**config.mk**
```make
export PLATFORM = sky130hd
export DESIGN_NAME = mem_arbiter_rr
export DESIGN_NICKNAME = d
export VERILOG_FILES = /design/src/rtl/mem_arbiter_rr_pkg.sv /design/src/rtl/mem_arbiter_rr_pick.sv /design/src/rtl/mem_arbiter_rr.sv
export SDC_FILE = /design/constraint.sdc
export NUM_CORES = 1
export LEC_CHECK = 0
export ABC_AREA = 1
export BUFFER_PORTS_ARGS = -buffer_cell sky130_fd_sc_hd__buf_2
export CAP_MARGIN = 20
export CORE_ASPECT_RATIO = 1.75
export CORE_MARGIN = 8
export CORE_UTILIZATION = 30
export DETAILED_ROUTE_END_ITERATION = 8
export PLACE_DENSITY = 0.65
export SYNTH_ARGS = -nofsm -noshare
export SYNTH_HDL_FRONTEND = slang
export SYNTH_SLANG_ARGS = --single-unit
export TNS_END_PERCENT = 1
```
**constraint.sdc**
```tcl
create_clock -name clk -period 4.4 [get_ports clk]
set_input_delay 0.22 -clock clk [delete_from_list [all_inputs] [get_ports clk]]
set_output_delay 0.22 -clock clk [all_outputs]
set_load 0.05 [all_outputs]
```
**src/rtl/mem_arbiter_rr_pkg.sv**
```systemverilog
// Shared types and defaults for the N-master RAM arbiter.
package mem_arbiter_rr_pkg;

  typedef enum logic [1:0] {
    ARB_IDLE,
    ARB_BUSY,
    ARB_DONE
  } arb_state_t;

  localparam int unsigned ARB_ADDR_W = 32;
  localparam int unsigned ARB_DATA_W = 32;

  // (base + off) mod n for base, off < n; avoids a divider for non-power-of-two n.
  function automatic int unsigned wrap_idx(input int unsigned base,
                                           input int unsigned off,
                                           input int unsigned n);
    int unsigned s;
    s = base + off;
    return (s >= n) ? (s - n) : s;
  endfunction

endpackage

```
**src/rtl/mem_arbiter_rr_pick.sv**
```systemverilog
// Combinational masked-priority pick: first requester at or after ptr (round-robin)
// or lowest set index (fixed priority).
module rr_pick
  import mem_arbiter_rr_pkg::*;
#(
  parameter int unsigned NUM_M = 2,
  localparam int unsigned IDX_W = $clog2(NUM_M)
) (
  input  logic [NUM_M-1:0] req,
  input  logic [IDX_W-1:0] ptr,
  input  logic             rr_en,
  output logic [IDX_W-1:0] grant_idx_c,
  output logic             valid_c
);

  logic [IDX_W-1:0] cand;

  always_comb begin
    grant_idx_c = '0;
    valid_c     = 1'b0;
    cand        = '0;
    for (int unsigned i = 0; i < NUM_M; i++) begin
      cand = rr_en ? IDX_W'(wrap_idx(32'(ptr), i, NUM_M)) : IDX_W'(i);
      if (!valid_c && req[cand]) begin
        grant_idx_c = cand;
        valid_c     = 1'b1;
      end
    end
  end

endmodule

```
**src/rtl/mem_arbiter_rr.sv**
```systemverilog
// N-master arbiter onto one variable-latency RAM port: one access in flight,
// round-robin or fixed-priority grant, optional per-access timeout.
module mem_arbiter_rr
  import mem_arbiter_rr_pkg::*;
#(
  parameter int unsigned NUM_M   = 2,
  parameter int unsigned ADDR_W  = ARB_ADDR_W,
  parameter int unsigned DATA_W  = ARB_DATA_W,
  parameter int unsigned RR_EN   = 1,
  parameter int unsigned TIMEOUT = 16
) (
  input  logic                      clk,
  input  logic                      rst,
  input  logic [NUM_M-1:0]          m_req,
  input  logic [NUM_M-1:0]          m_wen,
  input  logic [NUM_M*ADDR_W-1:0]   m_addr,
  input  logic [NUM_M*DATA_W-1:0]   m_wdata,
  input  logic [NUM_M*DATA_W/8-1:0] m_strb,
  output logic [NUM_M-1:0]          m_done,
  output logic                      m_err,
  output logic [DATA_W-1:0]         m_rdata,
  output logic                      ram_ren,
  output logic                      ram_wen,
  output logic [ADDR_W-1:0]         ram_addr,
  output logic [DATA_W-1:0]         ram_store,
  output logic [DATA_W/8-1:0]       ram_strb,
  input  logic [DATA_W-1:0]         ram_load,
  input  logic                      ram_ready
);

  localparam int unsigned STRB_W = DATA_W / 8;
  localparam int unsigned IDX_W  = $clog2(NUM_M);
  localparam int unsigned CNT_W  = (TIMEOUT > 0) ? $clog2(TIMEOUT + 1) : 1;

  arb_state_t       state_q;
  logic [IDX_W-1:0] ptr_q;
  logic [IDX_W-1:0] grant_q;
  logic             wr_q;
  logic [CNT_W-1:0] cnt_q;

  logic [IDX_W-1:0] pick_idx_c;
  logic             pick_vld_c;
  logic             timeout_hit_c;

  rr_pick #(.NUM_M(NUM_M)) u_pick (
    .req         (m_req),
    .ptr         (ptr_q),
    .rr_en       (RR_EN != 0),
    .grant_idx_c (pick_idx_c),
    .valid_c     (pick_vld_c)
  );

  // cnt_q holds the number of BUSY cycles already elapsed, so this flags the TIMEOUT-th one.
  assign timeout_hit_c = (TIMEOUT != 0) && (cnt_q == CNT_W'(TIMEOUT - 1));

  always_ff @(posedge clk) begin
    if (rst) begin
      state_q   <= ARB_IDLE;
      ptr_q     <= '0;
      grant_q   <= '0;
      wr_q      <= 1'b0;
      cnt_q     <= '0;
      m_done    <= '0;
      m_err     <= 1'b0;
      m_rdata   <= '0;
      ram_ren   <= 1'b0;
      ram_wen   <= 1'b0;
      ram_addr  <= '0;
      ram_store <= '0;
      ram_strb  <= '0;
    end else begin
      m_done <= '0;
      m_err  <= 1'b0;
      unique case (state_q)
        ARB_IDLE: begin
          if (pick_vld_c) begin
            grant_q  <= pick_idx_c;
            wr_q     <= m_wen[pick_idx_c];
            ram_addr <= m_addr[32'(pick_idx_c) * ADDR_W +: ADDR_W];
            if (m_wen[pick_idx_c]) begin
              ram_store <= m_wdata[32'(pick_idx_c) * DATA_W +: DATA_W];
              ram_strb  <= m_strb[32'(pick_idx_c) * STRB_W +: STRB_W];
            end else begin
              ram_store <= '0;
              ram_strb  <= '1;
            end
            ram_ren <= ~m_wen[pick_idx_c];
            ram_wen <= m_wen[pick_idx_c];
            cnt_q   <= '0;
            if (RR_EN != 0) begin
              ptr_q <= IDX_W'(wrap_idx(32'(pick_idx_c), 1, NUM_M));
            end
            state_q <= ARB_BUSY;
          end
        end
        ARB_BUSY: begin
          // A ready arriving on the timeout cycle still counts as success.
          if (ram_ready) begin
            ram_ren <= 1'b0;
            ram_wen <= 1'b0;
            m_done  <= NUM_M'(1) << grant_q;
            m_rdata <= wr_q ? '0 : ram_load;
            state_q <= ARB_DONE;
          end else if (timeout_hit_c) begin
            ram_ren <= 1'b0;
            ram_wen <= 1'b0;
            m_done  <= NUM_M'(1) << grant_q;
            m_err   <= 1'b1;
            m_rdata <= '0;
            state_q <= ARB_DONE;
          end else begin
            cnt_q <= cnt_q + CNT_W'(1);
          end
        end
        ARB_DONE: begin
          m_rdata <= '0;
          state_q <= ARB_IDLE;
        end
        default: begin
          state_q <= ARB_IDLE;
        end
      endcase
    end
  end

endmodule

```
# Word level (Yosys, flattened, before mapping)
# Index checks and enable logic that the tools add are counted.
[op_classes]
n_addsub = 6
muxes = 36
bitwise_logic = 2
n_lt_le_gt_ge = 6
n_eq_ne = 7
n_reduce_logical = 12
n_shift = 4
[op_table]
columns = ["operator", "n"]
rows = [
  ["32-bit 2-to-1 mux", 4],
  ["64-bit by 7-bit variable part select with 32-bit output", 2],
  ["32-bit case mux with 2 select lines", 1],
  ["1-bit 2-to-1 mux", 18],
  ["5-bit 2-to-1 mux", 3],
  ["2-bit 2-to-1 mux", 5],
  ["5-bit case mux with 2 select lines", 1],
  ["8-bit by 4-bit variable part select with 4-bit output", 1],
  ["1-bit by 2-bit less-than comparator with 1-bit output (second input constant)", 3],
  ["2-bit != test (second input constant)", 3],
  ["2-bit AND reduction", 3],
  ["5-bit by 1-bit adder with 5-bit output (second input constant)", 1],
  ["5-bit by 4-bit equality test with 1-bit output (second input constant)", 1],
  ["1-bit by 1-bit adder with 2-bit output (second input constant)", 2],
  ["2-bit >= comparator (second input constant)", 2],
  ["4-bit 2-to-1 mux", 1],
  ["1-bit case mux with 2 select lines", 2],
  ["2-bit case mux with 2 select lines", 1],
  ["4-bit AND reduction", 1],
  ["2-bit nonzero test", 2],
  ["3-bit != test (second input constant)", 1],
  ["3-bit AND reduction", 1],
  ["3-bit OR reduction", 1],
  ["1-bit subtractor (second input constant)", 3],
  ["other kinds (9)", 10],
]
[word_totals]
elab_cells = 86
reg_bits = 115

# Depth between registers and ports, before layout
# Gate-level depths: netlist (run 1).
[depth]
word_depth = 13
mapped_depth = 10

# Cells and area by module
# From an unflattened synthesis (run 1), not the netlist that was laid out.
[unflattened]
cells_unflattened = 755
hier_area_um2 = 5077.4
[modules_own_cells]
columns = ["mod", "area_each_um2", "cells_each", "n_inst"]
rows = [
  ["mem_arbiter_rr", 5058.6, 751, 1],
  ["rr_pick", 18.8, 4, 1],
]

# Worst setup path before layout (run 1)
# OpenSTA, ideal clock, no wires.
[synth_timing]
kind = "register to register"
start = "reg cnt_q[0]"
end = "reg m_rdata[0]"
arrival_time_ns = 1.517
path_stages_with_launch = 11
period_less_slack_ns = 1.587
path_buffers = 1
t_required_ns = 4.330
slack_ns = 2.813
cell_sequence = "dfxtp_1 ha_1 nand2_1 nor2_1 ha_1 nor2_1 nor2_1 nor2_2 buf_2 nand2_1 a21oi_1"
[synth_between]
elab_chain_cells = 3
[synth_rtl]
columns = ["element", "line", "text"]
rows = [
  ["start: declaration", "mem_arbiter_rr.sv:39", "logic [CNT_W-1:0] cnt_q;"],
  ["start signal: assignment", "mem_arbiter_rr.sv:112", "cnt_q <= cnt_q + CNT_W'(1);"],
  ["5-bit by 4-bit equality test with 1-bit output", "mem_arbiter_rr.sv:54", "assign timeout_hit_c = (TIMEOUT != 0) && (cnt_q == CNT_W'(TIMEOUT - 1));"],
  ["named net timeout_hit_c", "mem_arbiter_rr.sv:43", "logic timeout_hit_c;"],
  ["3-bit != test (no source line)", "-", ""],
  ["2-bit AND reduction (no source line)", "-", ""],
  ["end signal: assignment", "mem_arbiter_rr.sv:102", "m_rdata <= wr_q ? '0 : ram_load;"],
  ["end: declaration", "mem_arbiter_rr.sv:21", "output logic [DATA_W-1:0] m_rdata,"],
]
# The timed path passes the listed nets, and every way through them passes these cells.
# A chain may end at the register's enable or synchronous reset.

# Worst setup path after layout (run 1)
[layout_timing]
start = "reg ptr_q"
end = "reg ram_strb[0]"
[layout_between]
elab_chain_cells = 11
word_cells_on_any_way = 22
[layout_rtl]
columns = ["element", "line", "text"]
rows = [
  ["start: declaration", "mem_arbiter_rr.sv:36", "logic [IDX_W-1:0] ptr_q;"],
  ["start signal: assignment", "mem_arbiter_rr.sv:91", "ptr_q <= IDX_W'(wrap_idx(32'(pick_idx_c), 1, NUM_M));"],
  ["branches (longest 11 deep; another with 1-bit by 2-bit >= comparator with 1-bit output)", "-", ""],
  ["end signal: assignment", "mem_arbiter_rr.sv:82", "ram_strb <= m_strb[32'(pick_idx_c) * STRB_W +: STRB_W];"],
  ["end: declaration", "mem_arbiter_rr.sv:26", "output logic [DATA_W/8-1:0] ram_strb,"],
]
# Several ways; the timed one is not identified. The select of a mux whose other input is x is not followed.

==> impl_metrics.json, run 1 <==
{
  "relSlewSlack": 0.429,
  "cts_sinks": 115,
  "final_cell_mix": "nand2_1 (352), buf_2 (279), dfxtp_1 (115), nand3_1 (107), a21oi_1 (65)",
  "num_rows": 63,
  "drv_cap": 0,
  "rsz0062_at_grt": "no",
  "synth_seq_area_share": 0.454,
  "nets": 1190,
  "antenna_found_initial": 0,
  "wl_mm": 19.8,
  "fin_skew_ps": 11.6,
  "clockBufferDepth": 2,
  "finalSetupTns_ps": 0,
  "netlist_area_um2": 5070,
  "wl_met2_mm": 10.8,
  "hp-class": "input port to flop",
  "wl_per_cell_um": 15.8,
  "worstSetupStartpoint": "ptr_q",
  "period_share": 0.470,
  "routed.top_layer": "met4",
  "grt_pass1_wl_mm": 30.4,
  "vias": 5761,
  "ir_drop_uv": 187,
  "cp_num_buf_inv": 3,
  "ff2ff_setup_slack_ps": 2330,
  "rr_startpoint": "ptr_q",
  "status": "completed",
  "wl_met1_mm": 7.44,
  "grt_usage": 0.183,
  "yosysUniqueCellTypes": 20,
  "fin_util": 0.433,
  "cts_max_level": 4,
  "clock_latency_ps": 400,
  "grt.overflow.total": 0,
  "grt_pass1_vias": 5723,
  "numPortBuffers": 279,
  "dp_hpwl_mm": 14.7,
  "worstSetupPathType": "flop to flop",
  "slowest_stage": "buf_4",
  "syn_nets": 933,
  "cts_setup_buffers": 0,
  "drive_above_1_share": 0.323,
  "syn-instance-count": 755,
  "fin_crit_ps": 2070,
  "io_pins": 280,
  "path_clk_slew_ps": 60,
  "synth_flop_cell": "dfxtp_1",
  "drtIter0Drc": 228,
  "drc": 0,
  "yosys_warnings": 0,
  "cts_buffers": 17,
  "p_per_area_nw_per_um2": 462,
  "dieArea_um2": 21500,
  "synth_edf_count": 0,
  "crit_chain": "inv_1 -> nand2_2 -> nand2_2 -> buf_4 -> inv_1 -> nand2_1 -> nand2_1 -> nor2_1 -> nor2_1",
  "die_w_um": 114,
  "worstPathMaxFanout": 40,
  "cts_resized": 0,
  "root_buffer": "clkbuf_16",
  "die_h_um": 188,
  "path_delay_family": "buffers and inverters",
  "async_flop_share": 0,
  "final_common_cell": "nand2_1",
  "slew_viol_final": 0,
  "arrival_ps": 2360,
  "setup_viol": 0,
  "met3_length_mm": 1.01,
  "coreArea_um2": 16700,
  "grt_max_degree": 61,
  "start_util": 0.303,
  "worst_pin_slew_ps": 854,
  "critPathCaptureType": "flop",
  "required_ps": 4690,
  "synth-seq-cells": 115,
  "num_antenna_cells": 0,
  "via_per_inst": 4.61,
  "timing.fmax_mhz": 483,
  "drtAntennaViolNets": 0,
  "crit_path_max_incr_delay_ps": 520,
  "finalWeightedCongestion": 0.885,
  "start_kind": "flop",
  "syn_area_per_cell_um2": 6.71,
  "drt-pass1-iter-count": 5,
  "area_delta_synth_final_pct": 42.7,
  "power.leakage_nw": 3.83,
  "cts_tree": "yes",
  "min_from": "ram_ready",
  "hold_violations": 0
}
## per-layer routing
layer | vias up | GRT usage
met3 | 31 | 0.0406
met2 | 188 | 0.340
li1 | 2919 | -
met4 | 0 | 0.0757
met1 | 2623 | 0.189
met5 | - | 0
## cells by family after synthesis
group / count (synthesis) / share of synthesized area
and+or+nand+nor: 495 / 0.400
buffers and inverters: 67 / 0.0632
AOI/OAI and AO/OA: 75 / 0.0751
DFF: 115 / 0.454
adders and majority gates: 3 / 0.00741
## Yosys cell counts, types with 8 or more instances
master / count / area, um2
buf_4: 10 / 75.1
inv_1: 13 / 48.8
nand3_1: 107 / 536
nand2_1: 353 / 1330
buf_2: 25 / 125
dfxtp_1: 115 / 2300
nor2_1: 25 / 93.8
o21ai_0: 8 / 40.0
clkbuf_1: 13 / 48.8
a21oi_1: 65 / 325
## worst register-to-register path, delay by kind of cell (launching register included)
| kind | cells | cell delay [ps] |
|---|---|---|
| buffers and inverters | 3 | 880 |
| AND/OR/NAND/NOR | 6 | 780 |
| flip-flops | 1 | 290 |
## per-stage QoR
step | total power [mW] | worst slack [ps] | instance area (um2) | hold WS, ps | cells
floorplan | 1.65 | 2810 | 5070 | 296 | 755
global placement | 1.87 | 2060 | 6540 | 408 | 1217
detailed placement | 1.87 | 1950 | 6560 | 417 | 1218
CTS | 3.38 | 2040 | 7200 | 7.98 | 1250
global route | 3.49 | 2080 | 7230 | 15.7 | 1251
finish | 3.34 | 2330 | 7230 | 28.1 | 1251
## state kept, by name, summed over array words and instances, names as in the netlist, 2 cells and up
name / count
cnt_q: 5
m_done: 2
m_rdata: 32
ram_addr: 32
ram_store: 32
ram_strb: 4
state_q: 2
## timing repair
action,in CTS,in global routing
hold endpoints to repair,1,0
hold buffers,1,0
setup endpoints to repair,0,0
## cell type report
cell class | count | area [um2]
timing repair buffer | 289 | 1500
inverter | 16 | 60.1
tap | 227 | 284
sequential | 115 | 2300
multi-input combinational | 573 | 2450
fill | 1849 | 9480
clock inverter | 12 | 180
clock buffer | 19 | 453
## where the power goes
part           total [mW]  internal (mW)  switching [mW]
clock                1.49          0.977           0.510
sequential           1.14           1.11          0.0325
combinational       0.706          0.191           0.514
## final timing paths
path,to,cells past startpoint
max,ram_strb[0],9
min,m_err,2
max reg2reg,ram_strb[0],9
min reg2reg,m_done[0],1
No activity file was read; power rests on OpenSTA's default activity.
==> run 2, diff against run 1 <==
--- a/config.mk
+++ b/config.mk
@@ -12,7 +12,7 @@
 export CORE_MARGIN = 8
 export CORE_UTILIZATION = 30
 export DETAILED_ROUTE_END_ITERATION = 8
-export PLACE_DENSITY = 0.65
+export PLACE_DENSITY = 0.67
 export SYNTH_ARGS = -nofsm -noshare
 export SYNTH_HDL_FRONTEND = slang
 export SYNTH_SLANG_ARGS = --single-unit
==> constraint.sdc (replaced) <==
create_clock -name clk -period 1.7 [get_ports clk]
set_input_delay 0.085 -clock clk [delete_from_list [all_inputs] [get_ports clk]]
set_output_delay 0.085 -clock clk [all_outputs]
set_load 0.05 [all_outputs]
==> run 2 against run 1 <==
The run now ends with negative setup slack left; largest cell class unchanged; non-clock buffer count grew 99; first-iteration DRC count increased by 5.3%; count of clock-buffer cells in the layout up 2; largest power group unchanged; global-route usage up 1.2 points.
==> impl_metrics.json, run 2 (synthesized netlist as in run 1, its figures left out) <==
{
  "start_kind": "flop",
  "nFillCells": 1688,
  "drc": 0,
  "drv_cap": 0,
  "required_ps": 2040,
  "crit_path_max_incr_delay_ps": 340,
  "num_rows": 63,
  "sw_frac_of_total": 0.303,
  "ff2ff_setup_slack_ps": -6,
  "timing.fmax_mhz": 586,
  "rsz0062_at_grt": "yes",
  "clkPwrFrac": 0.434,
  "period_share": 1.00,
  "io_pins": 280,
  "clock_latency_ps": 410,
  "combPwrFrac": 0.235,
  "path_clk_slew_ps": 60,
  "antenna_found_initial": 0,
  "grt_max_degree": 60,
  "grt_pass1_vias": 6223,
  "final_cell_mix": "nand2_1 (346), buf_2 (279), dfxtp_1 (113), nand3_1 (107), dlygate4sd3_1 (84)",
  "via_per_inst": 4.61,
  "cts_max_level": 4,
  "p_total_mw": 8.97,
  "grt.overflow.total": 0,
  "grt_usage": 0.195,
  "p_per_area_nw_per_um2": 1070,
  "drive_above_1_share": 0.327,
  "area_delta_synth_final_pct": 66.0,
  "nets": 1289,
  "root_buffer": "clkbuf_16",
  "dp_hpwl_mm": 14.8,
  "grt_pass1_wl_mm": 32.6,
  "vias": 6228,
  "wl_mm": 21.2,
  "die_w_um": 114,
  "p_switching_mw": 2.72,
  "fin_crit_ps": 1710,
  "wl_met1_mm": 8.07,
  "final_common_cell": "nand2_1",
  "ir_drop_uv": 638,
  "timing.hold.ws_ps": 14.0,
  "drt-pass1-iter-count": 5,
  "worst_path_most_repeated_cell": "nor2_4",
  "coreArea_um2": 16700,
  "power_frac_seq": 0.331,
  "clockBufferDepth": 2,
  "place_ws_ps": 35.6,
  "start_util": 0.303,
  "power.internal_mw": 6.25,
  "finalWeightedCongestion": 0.883,
  "cts_setup_buffers": 0,
  "cts_tree": "yes",
  "numPortBuffers": 279,
  "arrival_ps": 2040,
  "wl_met2_mm": 10.9,
  "violations": "negative setup slack",
  "die_h_um": 188,
  "met3_length_mm": 1.28,
  "setup_viol": 1,
  "num_antenna_cells": 0,
  "crit_chain": "ha_4 -> nand2_4 -> nor2_4 -> ha_4 -> nor2_4 -> nor2_4 -> nor2_4 -> clkbuf_16 -> nand2_4 -> a21oi_2",
  "status": "complete, but fails checks",
  "routed.top_layer": "met4",
  "power.leakage_nw": 4.35,
  "worstSetupPathType": "flop to flop",
  "regArea_um2": 2300,
  "top_regs": "m_rdata x32, ram_addr x32, ram_store x32",
  "worstPathMaxFanout": 8,
  "cts_buffers": 17,
  "multiInputGateArea_um2": 2570,
  "slew_viol_final": 0,
  "dieArea_um2": 21500,
  "layout_setup_ws_ps": -5.52,
  "cts_sinks": 115,
  "drtIter0Drc": 240,
  "drtAntennaViolNets": 0,
  "worst_pin_slew_ps": 485,
  "hp-class": "input port to flop",
  "slowest_stage": "dfxtp_2",
  "wl_per_cell_um": 15.7,
  "relSlewSlack": 0.677,
  "critPathCaptureType": "flop",
  "fin_skew_ps": 6.92,
  "hold_violations": 0
}
-- run 2: cell count changes in the layout (fill, tap and decap cells not counted), moves of 4 or more --
cell | previous run | this run
dlygate4sd3_1 | 1 | 84
a21oi_1 | 65 | 56
a21oi_2 | 0 | 9
buf_4 | 7 | 15
buf_12 | 0 | 7
nand2_1 | 352 | 346
nand2_4 | 0 | 4
nor2_4 | 2 | 6
-- run 2: per-layer routing --
metal / global-route usage / vias to the layer above
met5: 0 / -
met4: 0.115 / 0
met3: 0.0541 / 63
met2: 0.335 / 251
met1: 0.206 / 2789
li1: - / 3125
-- run 2: path summary, 6_finish.rpt --
path | depth (start not counted) | from | end
max | 10 | cnt_q[1] | m_rdata[12]
min | 5 | m_addr[5] | ram_addr[5]
max reg2reg | 10 | cnt_q[1] | m_rdata[12]
min reg2reg | 1 | grant_q | m_done[0]
-- run 2: cell type report --
cell class	instances	area share
repair buffers	388	0.303
well taps	227	0.0338
multi-input cells	573	0.306
clock buffers	21	0.0547
clock inverters	10	0.0214
flip-flops and latches	115	0.274
inverters	16	0.00714
-- run 2: what timing repair did --
action	CTS	global route
hold buffers	84	0
resized for setup	0	33
endpoints found under the setup margin	0	33
hold endpoints to repair	77	0
-- run 2: per-stage QoR --
stage,utilization,std cells,TNS [ps],cell area (um2)
finish,0.503,1350,-5.52,8410
global route,0.503,1350,-946,8410
CTS,0.492,1347,0,8220
detailed placement,0.403,1232,0,6740
global placement,0.403,1232,0,6740
floorplan,-,755,0,5070
-- run 2: worst max-delay path: cells and delay by family, from the launching register on --
| family | cells | cell delay (ps) |
|---|---|---|
| compound gates | 1 | 130 |
| fa+ha+maj | 2 | 330 |
| buf+inv | 1 | 230 |
| flops | 1 | 340 |
| simple gates | 6 | 590 |
-- run 2: power by group through the flow --
stage | Combinational (mW) | Clock, mW | Sequential [mW]
floorplan | 0.674 | 0 | 3.59
global placement | 1.89 | 0 | 3.01
detailed placement | 1.90 | 0 | 3.02
CTS | 2.06 | 4.01 | 2.96
global route | 2.27 | 4.11 | 2.99
finish | 2.11 | 3.90 | 2.97
